==> config.mk <==
export PLATFORM = sky130hd
export DESIGN_NAME = p_word_serializer
export DESIGN_NICKNAME = d
export VERILOG_FILES = /design/src/rtl/dsp48_pkg.sv /design/src/rtl/p_word_serializer.sv
export SDC_FILE = /design/constraint.sdc
export NUM_CORES = 1
export LEC_CHECK = 0
export BUFFER_PORTS_ARGS = -buffer_cell sky130_fd_sc_hd__buf_2
export CAP_MARGIN = 10
export CORE_UTILIZATION = 30
export CTS_CLUSTER_SIZE = 14
export DETAILED_ROUTE_END_ITERATION = 7
export PLACE_DENSITY = 0.59
export SLEW_MARGIN = 20
export SYNTH_ARGS = -nofsm -noshare
export SYNTH_HDL_FRONTEND = slang
export SYNTH_SLANG_ARGS = --single-unit
export TNS_END_PERCENT = 20
==> constraint.sdc <==
create_clock -name clk -period 2.6 [get_ports clk]
set_clock_uncertainty 0.15 [all_clocks]
set_input_delay 0.26 -clock clk [delete_from_list [all_inputs] [get_ports clk]]
set_output_delay 0.26 -clock clk [all_outputs]
set_load 0.05 [all_outputs]
==> src/rtl/dsp48_pkg.sv <==
// dsp48_pkg: constants, helpers and encodings shared by the DSP48A1
// read-side blocks.
//   P_WIDTH  width of the registered P/PCOUT word
//   SER_BEAT default narrow-bus beat width used by the serializer
//   nbeats() number of beats needed to carry one word
//   ser_state_e  1-bit serializer FSM state encoding
package dsp48_pkg;

  localparam int P_WIDTH  = 48;
  localparam int SER_BEAT = 16;

  // Number of BEAT-wide slices in a WIDTH-wide word.
  function automatic int nbeats(input int width, input int beat);
    return width / beat;
  endfunction

  typedef enum logic {
    IDLE  = 1'b0,
    SHIFT = 1'b1
  } ser_state_e;

endpackage

==> src/rtl/p_word_serializer.sv <==
// p_word_serializer: takes one WIDTH-bit P word per valid/ready handshake
// and drains it as WIDTH/BEAT beats on a valid/ready/last stream.
// Ports:
//   clk, rst_n           clock (rising edge), async active-low reset
//   ce                   clock enable; low freezes everything, in_ready=0
//   in_data/in_valid/in_ready    word input handshake
//   out_data/out_valid/out_last/out_ready  beat output handshake
//   busy                 a word is held and not yet drained
module p_word_serializer
  import dsp48_pkg::*;
#(
  parameter int WIDTH     = P_WIDTH,
  parameter int BEAT      = SER_BEAT,
  parameter int MSB_FIRST = 0
) (
  input  logic             clk,
  input  logic             rst_n,
  input  logic             ce,
  input  logic [WIDTH-1:0] in_data,
  input  logic             in_valid,
  output logic             in_ready,
  output logic [BEAT-1:0]  out_data,
  output logic             out_valid,
  output logic             out_last,
  input  logic             out_ready,
  output logic             busy
);

  localparam int NBEATS = nbeats(WIDTH, BEAT);
  localparam int CNT_W  = (NBEATS > 1) ? $clog2(NBEATS) : 1;

  if ((WIDTH % BEAT) != 0) begin : g_bad_width
    $error("p_word_serializer: WIDTH must be a multiple of BEAT");
  end

  ser_state_e       state_r, state_nxt_s;
  logic [CNT_W-1:0] cnt_r, cnt_nxt_s;
  logic [WIDTH-1:0] hold_r, hold_nxt_s;
  logic             fire_s, last_s, acc_s;

  // The held word is shifted one beat per fire, so the current beat always
  // sits in the same fixed slice and out_data is a plain register slice.
  assign out_data  = (MSB_FIRST != 0) ? hold_r[WIDTH-1 -: BEAT] : hold_r[BEAT-1:0];
  assign out_valid = (state_r == SHIFT);
  assign busy      = (state_r == SHIFT);
  assign last_s    = (state_r == SHIFT) && (cnt_r == CNT_W'(NBEATS - 1));
  assign out_last  = last_s;
  assign fire_s    = ce & out_valid & out_ready;
  // Ready while idle, or in the cycle the last beat leaves: this lets the
  // next word load with no bubble. Held low during reset.
  assign in_ready  = rst_n & ce & ((state_r == IDLE) | (fire_s & last_s));
  assign acc_s     = in_valid & in_ready;

  // Next-state, counter and holding-register logic.
  always_comb begin
    state_nxt_s = state_r;
    cnt_nxt_s   = cnt_r;
    hold_nxt_s  = hold_r;
    case (state_r)
      IDLE: begin
        if (acc_s) begin
          state_nxt_s = SHIFT;
          cnt_nxt_s   = {CNT_W{1'b0}};
          hold_nxt_s  = in_data;
        end else begin
          state_nxt_s = IDLE;
        end
      end
      SHIFT: begin
        if (fire_s && last_s) begin
          if (acc_s) begin
            cnt_nxt_s  = {CNT_W{1'b0}};
            hold_nxt_s = in_data;
          end else begin
            state_nxt_s = IDLE;
            cnt_nxt_s   = {CNT_W{1'b0}};
          end
        end else if (fire_s) begin
          cnt_nxt_s  = cnt_r + CNT_W'(1);
          hold_nxt_s = (MSB_FIRST != 0) ? (hold_r << BEAT) : (hold_r >> BEAT);
        end else begin
          state_nxt_s = SHIFT;
        end
      end
      default: begin
        state_nxt_s = IDLE;
        cnt_nxt_s   = {CNT_W{1'b0}};
        hold_nxt_s  = {WIDTH{1'b0}};
      end
    endcase
  end

  // State, beat counter and holding register.
  always_ff @(posedge clk or negedge rst_n) begin
    if (!rst_n) begin
      state_r <= IDLE;
      cnt_r   <= {CNT_W{1'b0}};
      hold_r  <= {WIDTH{1'b0}};
    end else begin
      state_r <= state_nxt_s;
      cnt_r   <= cnt_nxt_s;
      hold_r  <= hold_nxt_s;
    end
  end

endmodule

# Yosys cells after proc, flatten, opt, wreduce, memory -nomap -nowiden
# Index checks and enable logic that the tools add are counted.
# word_totals
reg_bits,51
out_inout_bits,20
latch_bits,0
mem_bits_ro,0
mem_bits_rw,0
n_memories,0
inputBits,53
# classes
div_mod_pow,0
bitwise,8
shifts,0
muxes,11
n_mul,0
n_reduce_logical,3
order_cmp,0
addsub,1
eq_ne,3
# ops
operator,count
2-to-1 mux 48 bit,3
case mux 48 bit (2 select lines),1
bitwise AND 1 bit,6
2-to-1 mux 2 bit,3
case mux 2 bit (2 select lines),1
"inequality test 3 x 1 -> 1 bit, second input constant",1
"adder 2 x 1 -> 2 bit, second input constant",1
"equality test 2 bit, second input constant",1
logical AND 1 bit,2
2-to-1 mux 1 bit,2
"inequality test 2 bit, second input constant",1
case mux 1 bit (2 select lines),1
AND reduction 2 bit,1
inverter 1 bit,1
bitwise OR 1 bit,1

# Logic depth before layout (Yosys ltp)
# Gate-level depths: netlist (run 1).
# depth
ltp_word,9
depth_mapped,6

# Worst setup path before layout (run 1)
# No wires, ideal clock.
# synth_path
path_type,register to output
startpoint,"register state_r, in the netlist busy"
endpoint,output port in_ready
setup_slack_ps,228
stages_incl_launch_ff,3
t_required_ps,2190
t_arrival_ps,1962
path_cell_list,dfrtp_1 a21boi_0 nor3_1
# synth_via
elab_chain_len,5
# synth_rtl
element,line_no,source
start: declaration,p_word_serializer.sv:36,"ser_state_e state_r, state_nxt_s;"
start signal: assignment,p_word_serializer.sv:100,state_r <= state_nxt_s;
bitwise AND 1 bit (2 in series),p_word_serializer.sv:48,assign fire_s = ce & out_valid & out_ready;
bitwise AND 1 bit,p_word_serializer.sv:51,assign in_ready = rst_n & ce & ((state_r == IDLE) | (fire_s & last_s));
bitwise OR 1 bit *,p_word_serializer.sv:51,
bitwise AND 1 bit *,p_word_serializer.sv:51,
end: declaration,p_word_serializer.sv:21,"output logic in_ready,"
# Every way passes the cells marked *; elsewhere a longest branch is shown, timed or not.

# Worst setup path in the final report (run 1)
# layout_path
startpoint,input port rst_n
endpoint,output port in_ready
# layout_via
elab_chain_len,2
# layout_rtl
element,line_no,source
start: declaration,p_word_serializer.sv:17,"input logic rst_n,"
bitwise AND 1 bit (2 in series),p_word_serializer.sv:51,
# No other way between the ends.

==> flow_metrics.env, run 1 <==
export IMPL_outcome="completed"
export IMPL_clock_sink_count=51
export IMPL_via_count=1774
export IMPL_p_sw_frac=0.444
export IMPL_worst_setup_path_start_kind="input pin"
export IMPL_grt_met2_usage=0.193
export IMPL_die_x_um=96.1
export IMPL_synth_simple_gate_area_frac=0.0335
export IMPL_grt_start_max_net_pins=34
export IMPL_ant_nets=0
export IMPL_cts_tree="done"
export IMPL_worst_skew_pair_late_latency_ns=0.30
export IMPL_route_final_wire_length_mm=6.08
export IMPL_gr_usage_met1=0.218
export IMPL_synth_sequential_area_ratio=0.481
export IMPL_synth_mux_area_fraction=0
export IMPL_antenna_found_initial=0
export IMPL_layout_drive_gt1_share=0.492
export IMPL_max_cap_violations=0
export IMPL_timing_fmax_ghz=0.462
export IMPL_grt_pass1_wl_mm=9.79
export IMPL_cts_buffers=5
export IMPL_final_setup_tns_ns=0
export IMPL_post_synth_xor_area_fraction=0
export IMPL_number_of_nets_in_the_finished_design=293
export IMPL_met3_usage=0.0348
export IMPL_slew_headroom=0.566
export IMPL_drv_slew=0
export IMPL_synth_adder_area_share=0.00471
export IMPL_post_route_drc_count=0
export IMPL_sequential_cell_area_um2=1280
export IMPL_ys_ff_latch=51
export IMPL_clk_pin_slew_ns=0.09
export IMPL_worst_slew_pin_slew_ns=0.649
export IMPL_synth_compound_area_frac=0.378
export IMPL_sequentialPowerShare=0.361
export IMPL_viasPerCell=5.14
export IMPL_grt_setup_unrepaired="false"
export IMPL_layout_area_overhead_vs_synth_pct=14.2
export IMPL_final_min_period_over_clock_period=0.833
export IMPL_finalWeightedCongestion=0.737
export IMPL_placed_cell_area_um2=2930
export IMPL_power_net_switching_uw=1620
export IMPL_combinational_fraction_of_design_power=0.508
export IMPL_initial_utilization=0.317
export IMPL_dp_hpwl_mm=4.25
export IMPL_htreeDepth=2
export IMPL_min_period_ns=2.17
export IMPL_reg_to_reg_setup_timing_slack_ns=0.70
export IMPL_num_fill_cells=840
export IMPL_top_usage_layer="met1"
export IMPL_placement_rows=33
export IMPL_area_of_the_multi_input_gates_um2=1100
export IMPL_netlist_cell_type_count=28
export IMPL_max_vdd_ir_drop_v=0.000354
export IMPL_core_area_um2=8380
export IMPL_postLayoutCellArea_um2=3030
export IMPL_first_global_vias=1775
export IMPL_synth_cells=189
export IMPL_finalHoldViolations=0
export IMPL_intPower_uw=2030
export IMPL_worst_endpoint_required_ns=2.19
export IMPL_endpoint_kind="primary output"
export IMPL_synth_warnings=0
export IMPL_worst_path_max_fanout=22
export IMPL_hold_class="input pin to register"
export IMPL_globalRoute_totalOverflow=0
export IMPL_worst_endpoint_arrival_ns=1.76
export IMPL_clkPwrFrac=0.132
export IMPL_port_buffer_count=72
export IMPL_die_area_um2=9230
export IMPL_startpoint="rst_n"
export IMPL_worst_setup_path_category="input pin to primary output"
export IMPL_ctsResizeCount=0
export IMPL_setup_viol=0
export IMPL_ios=73
export IMPL_ctsLongestPathBuffers=2
export IMPL_power_leakage_uw=0.00132
export IMPL_cts_root_buf="clkbuf_8"
export IMPL_syn_area_per_cell_um2=14.0
export IMPL_mappedNetlistNets=243
export IMPL_fp_dieH_um=96.1
export IMPL_firstDrtPassIters=4
export IMPL_detail_route_iter0_violations=133
export IMPL_holdCritStartpoint="in_data[32]"
export IMPL_r2r_start="cnt_r[0]"
export IMPL_mappedNetlistArea_um2=2650
export IMPL_synth_top_family_by_area="compound AO/OA/AOI/OAI gates"
export IMPL_drt_wirelength_per_cell_um=17.6
export IMPL_grtUsageTotal=0.142
export IMPL_power_density_cell_area_nw_per_um2=1210
export IMPL_antenna_diode_count=0
## kinds of logic after synthesis
group,Yosys count
adders and majority gates,1
and+or+nand+nor,11
buffers and inverters,36
AOI/OAI and AO/OA,90
DFF,51
## placed cells by master (no fill, tap or decap)
master          n
a2bb2oi_2       4
buf_2          72
a2bb2oi_1      28
dlygate4sd3_1   1
inv_1           1
o211ai_2        1
o32ai_1         9
dfrtp_1        51
nand3_4         1
a31oi_1         1
nand2_1         2
o21ai_0         4
a21boi_0        1
a21bo_1         1
o32ai_2        22
o211a_4         1
ha_1            1
a21boi_4        1
and2_1          2
inv_6           2
nor2_4          1
clkbuf_8        5
o32ai_4         1
or2b_1          2
or3_1           1
a22o_1         16
buf_4           4
buf_12          1
clkinv_4        1
nor2b_4         1
nor3_1          1
## sequential cells by signal, indices dropped and copies added (netlist names)
name,flops
hold_r,48
cnt_r,2
busy,1
## per-stage QoR
step	std cells	util	hold slack, ns	power, uW	setup slack, ns
6_report	345	0.362	0.0262	3660	0.435
5_1_grt	345	0.362	0.0200	3880	0.326
4_1_cts	345	0.362	0.0161	3690	0.392
3_5_place_dp	336	0.349	0.189	3200	0.723
3_3_place_gp	336	0.349	0.187	3170	0.780
2_1_floorplan	189	-	-0.186	3010	0.228
## power by group through the flow
stage	clock (uW)	sequential, uW	combinational (uW)
2_1_floorplan	0	1280	1730
3_5_place_dp	0	1330	1860
6_report	481	1320	1860
3_3_place_gp	0	1330	1840
5_1_grt	534	1360	1980
4_1_cts	499	1320	1870
## cell usage after synthesis
cell type,count,area (um2)
dfrtp_1,51,1280
a2bb2oi_1,28,245
buf_4,24,180
o32ai_2,22,358
a22o_1,16,140
o32ai_1,9,78.8
buf_6,6,67.6
a2bb2oi_2,4,60.1
o21ai_0,4,20.0
buf_2,3,15.0
and2_1,2,12.5
clkbuf_1,2,7.51
nand2_1,2,7.51
or2b_1,2,15.0
a21bo_1,1,10.0
a21boi_0,1,7.51
a21boi_4,1,18.8
a31oi_1,1,6.26
ha_1,1,12.5
inv_1,1,3.75
nand3_4,1,17.5
nor2_4,1,11.3
nor2b_4,1,13.8
nor3_1,1,5.00
o211a_4,1,17.5
o211ai_2,1,12.5
o32ai_4,1,27.5
or3_1,1,6.26
## per-layer routing
metal | up-vias | wire length (um)
met4 | 0 | 65
met5 | - | 0
met2 | 56 | 2580
met3 | 4 | 392
li1 | 861 | -
met1 | 853 | 3040
## layout make-up
class | instances | share of cell area
flip-flops and latches | 51 | 0.421
multi-input cells | 102 | 0.364
repair buffers | 78 | 0.139
well taps | 105 | 0.0434
clock buffers | 5 | 0.0227
clock inverters | 3 | 0.00867
inverters | 1 | 0.00124
## critical path: stages
cell	delay [ns]
dlygate4sd3_1	0.52
buf_2	0.15
buf_4	0.29
nand2_1	0.08
nor3_1	0.15
buf_2	0.29
## timing repair
item	CTS	global route
buffers inserted	0	0
hold endpoints to repair	51	0
hold buffers	1	0
## path summary, 6_finish.rpt
kind | endpoint | cells past startpoint
setup reg to reg | hold_r[20] | 6
min in group asynchronous | hold_r[10] | 3
hold reg to reg | cnt_r[0] | 1
setup / recovery | in_ready | 6
hold / removal | hold_r[32] | 2
max in group asynchronous | hold_r[25] | 3
Power figures use the tool's default switching activity.
==> run 2, diff against run 1 <==
--- a/config.mk
+++ b/config.mk
@@ -5,12 +5,13 @@
 export SDC_FILE = /design/constraint.sdc
 export NUM_CORES = 1
 export LEC_CHECK = 0
+export ABC_AREA = 1
 export BUFFER_PORTS_ARGS = -buffer_cell sky130_fd_sc_hd__buf_2
 export CAP_MARGIN = 10
 export CORE_UTILIZATION = 30
 export CTS_CLUSTER_SIZE = 14
 export DETAILED_ROUTE_END_ITERATION = 7
-export PLACE_DENSITY = 0.59
+export PLACE_DENSITY = 0.6
 export SLEW_MARGIN = 20
 export SYNTH_ARGS = -nofsm -noshare
 export SYNTH_HDL_FRONTEND = slang
==> constraint.sdc (replaced) <==
create_clock -name clk -period 1.93 [get_ports clk]
set_clock_uncertainty 0.15 [all_clocks]
set_input_delay 0.193 -clock clk [delete_from_list [all_inputs] [get_ports clk]]
set_output_delay 0.193 -clock clk [all_outputs]
set_load 0.05 [all_outputs]
==> run 2 against run 1 <==
Net effect:
- final cell count grew 56%
- critical path depth up 1
- sequential cell count unchanged
- non-clock buffer count increased by 24
- first-iteration DRC count down 13%
- synthesized cell count grew 91%
- routed wire length rose by 17%
- count of clock-buffer cells in the layout increased by 1
- sequential power is 24% higher
- critical path type is now register to primary output
- worst hold slack better by 0.083 ns
- setup slack lost 0.35 ns
==> flow_metrics.env, run 2 <==
export IMPL_reg_to_reg_setup_timing_slack_ns=0.18
export IMPL_cts_tree="done"
export IMPL_power_leakage_uw=0.00184
export IMPL_clk_pin_slew_ns=0.09
export IMPL_final_min_period_over_clock_period=0.955
export IMPL_top_usage_layer="met2"
export IMPL_critical_path_top_delay_family="flip-flops"
export IMPL_mostFrequentLayoutCells="nand2_1, buf_2, a21oi_1"
export IMPL_finalWeightedCongestion=0.762
export IMPL_cts_buffers=5
export IMPL_timing_critical_path_buf_inv=4
export IMPL_largest_register_ffs=48
export IMPL_worstSetupPathDepth=7
export IMPL_min_period_ns=1.84
export IMPL_worst_hold_path_num_cells=5
export IMPL_antenna_found_initial=0
export IMPL_mappedNetlistNets=415
export IMPL_postLayoutCellArea_um2=3490
export IMPL_firstDrtPassIters=4
export IMPL_power_density_cell_area_nw_per_um2=1370
export IMPL_detailedPlace_worstSlack_ns=-0.0300
export IMPL_die_area_um2=9790
export IMPL_synth_warnings=0
export IMPL_cpMaxStageDelayCell="dfrtp_1"
export IMPL_ys_ff_latch=51
export IMPL_slew_headroom=0.567
export IMPL_synth_cells=361
export IMPL_detail_route_iter0_violations=116
export IMPL_netlist_top_cells_count="nand2_1, a21oi_1, dfrtp_1, inv_1, nand4_1"
export IMPL_yosys_cell_count_top_type="nand2_1"
export IMPL_synth_largest_type_area_fraction=0.453
export IMPL_layout_area_overhead_vs_synth_pct=23.7
export IMPL_antenna_diode_count=0
export IMPL_clkPwrFrac=0.160
export IMPL_combinational_fraction_of_design_power=0.497
export IMPL_synth_top_cell_by_area="dfrtp_1"
export IMPL_worst_skew_pair_late_latency_ns=0.30
export IMPL_clock_sink_count=51
export IMPL_dp_hpwl_mm=5.04
export IMPL_drt_wirelength_per_cell_um=13.2
export IMPL_timing_critical_path_slowest_cell_delay_ns=0.39
export IMPL_die_x_um=99.0
export IMPL_synth_sequential_area_ratio=0.453
export IMPL_crit_chain="inv_2, ha_2, inv_1, o21ai_2, inv_2, nor2_4, buf_6"
export IMPL_grt_setup_unrepaired="true"
export IMPL_worst_endpoint_arrival_ns=1.50
export IMPL_power_net_switching_uw=2080
export IMPL_r2r_start="cnt_r[0]"
export IMPL_placed_cells_incl_taps=510
export IMPL_grt_pass1_wl_mm=11.7
export IMPL_p_sw_frac=0.434
export IMPL_startpoint="cnt_r[0]"
export IMPL_ios=73
export IMPL_initial_utilization=0.308
export IMPL_grt_met2_usage=0.240
export IMPL_core_area_um2=9150
export IMPL_grtUsageTotal=0.150
export IMPL_final_setup_tns_ns=0
export IMPL_placement_rows=35
export IMPL_worst_path_max_fanout=4
export IMPL_setup_viol=0
export IMPL_port_buffer_count=72
export IMPL_yosys_most_used_dff="dfrtp_1"
export IMPL_endpoint_kind="primary output"
export IMPL_syn_area_per_cell_um2=7.81
export IMPL_worst_setup_path_start_kind="register"
export IMPL_viasPerCell=4.63
export IMPL_post_route_drc_count=0
export IMPL_fp_dieH_um=99.0
export IMPL_grt_start_max_net_pins=52
export IMPL_worst_setup_path_category="register to primary output"
export IMPL_layout_cells_most_common="nand2_1"
export IMPL_intPower_uw=2710
export IMPL_finalHoldViolations=0
export IMPL_htreeDepth=2
export IMPL_path_common_cell="inv_2"
export IMPL_num_fill_cells=982
export IMPL_placed_cell_area_um2=3150
export IMPL_ctsLongestPathBuffers=2
export IMPL_synth_async_sr_flop_share=1.00
export IMPL_gr_usage_met1=0.212
export IMPL_worst_endpoint_required_ns=1.59
export IMPL_route_final_wire_length_mm=7.11
export IMPL_design_power_total_uw=4790
export IMPL_outcome="completed"
export IMPL_met3_usage=0.0277
export IMPL_sequentialPowerShare=0.343
export IMPL_holdCritStartpoint="in_data[10]"
export IMPL_worst_slew_pin_slew_ns=0.650
export IMPL_timing_fmax_ghz=0.542
export IMPL_max_cap_violations=0
export IMPL_netlist_cell_type_count=19
export IMPL_layout_drive_gt1_share=0.315
export IMPL_reg2regPathDepth=8
export IMPL_cts_root_buf="clkbuf_8"
export IMPL_drv_slew=0
export IMPL_globalRoute_totalOverflow=0
export IMPL_first_global_vias=2411
export IMPL_synth_enable_flop_cells=0
export IMPL_top_register="hold_r"
export IMPL_number_of_nets_in_the_finished_design=481
export IMPL_via_count=2496
export IMPL_ant_nets=0
export IMPL_max_vdd_ir_drop_v=0.000398
export IMPL_netlist_top_cells_area="dfrtp_1, nand2_1, a21oi_1"
export IMPL_mappedNetlistArea_um2=2820
export IMPL_post_layout_nonfiller_instances=539
export IMPL_hold_class="input pin to register"
export IMPL_final_critical_path_setup_slack_ns=0.0864
## run 2: changes by cell type after synthesis, moves of 13 or more
cell,delta
o32ai_2,-22
a21oi_1,+64
or2_2,+32
clkbuf_1,+13
a2bb2oi_1,-28
nand2_1,+85
a22o_1,-16
nand4_1,+34
inv_1,+37
## run 2: metal layers
metal  vias up  share of wire
met5         -              0
met4         0         0.0096
met3         4          0.045
met2        64           0.46
li1       1280              -
met1      1148           0.49
## run 2: power by group through the flow
stage                     Sequential [uW]  Clock [uW]  Combinational (uW)
after global placement               1660           0                2320
after detailed placement             1670           0                2340
after global routing                 1690         823                2620
after CTS                            1650         795                2370
final                                1640         767                2380
after floorplan                      1610           0                2030
## run 2: worst paths after layout
check | to
worst max-delay path | in_ready
worst min-delay path | hold_r[10]
worst max register to register | hold_r[20]
worst min register to register | hold_r[43]
max in group asynchronous | hold_r[16]
min in group asynchronous | cnt_r[1]
## run 2: what timing repair did
item,4_1_cts,5_1_grt
pin swaps,0,2
endpoints found under the setup margin,10,21
hold buffers,17,0
hold endpoints to repair,67,0
resized for setup,2,4
setup buffers,0,4
## run 2: cell families (layout without fill, tap and decap cells)
kind of cell,Yosys count,count (layout),synth area share
AO/OA/AOI/OAI,69,69,0.130
AND/OR/NAND/NOR,156,156,0.271
buffers and inverters,84,151,0.142
flip-flops,51,51,0.453
adder cells (fa/ha/maj),1,1,0.00444
## run 2: final cells by class
| cell class | count | area [um2] | area share |
|---|---|---|---|
| Tap cell | 111 | 139 | 0.0398 |
| Multi-Input combinational cell | 226 | 1150 | 0.330 |
| Clock inverter | 2 | 35.0 | 0.0100 |
| Clock buffer | 6 | 82.6 | 0.0237 |
| Inverter | 41 | 155 | 0.0445 |
| Timing Repair Buffer | 102 | 651 | 0.187 |
| Sequential cell | 51 | 1280 | 0.366 |
## run 2: per-stage QoR
stage          utilization  hold WS, ns
6_report             0.381        0.110
5_1_grt              0.381        0.132
4_1_cts              0.377        0.114
3_5_place_dp         0.344        0.244
3_3_place_gp         0.344        0.240
2_1_floorplan            -       -0.253
## run 2: worst reg2reg max path, delay by kind of cell (launching register included)
kind	cells	cell delay (ns)
AND/OR/NAND/NOR	3	0.52
buffers and inverters	3	0.36
adder cells (fa/ha/maj)	1	0.17
AO/OA/AOI/OAI	1	0.07
flip-flops	1	0.36
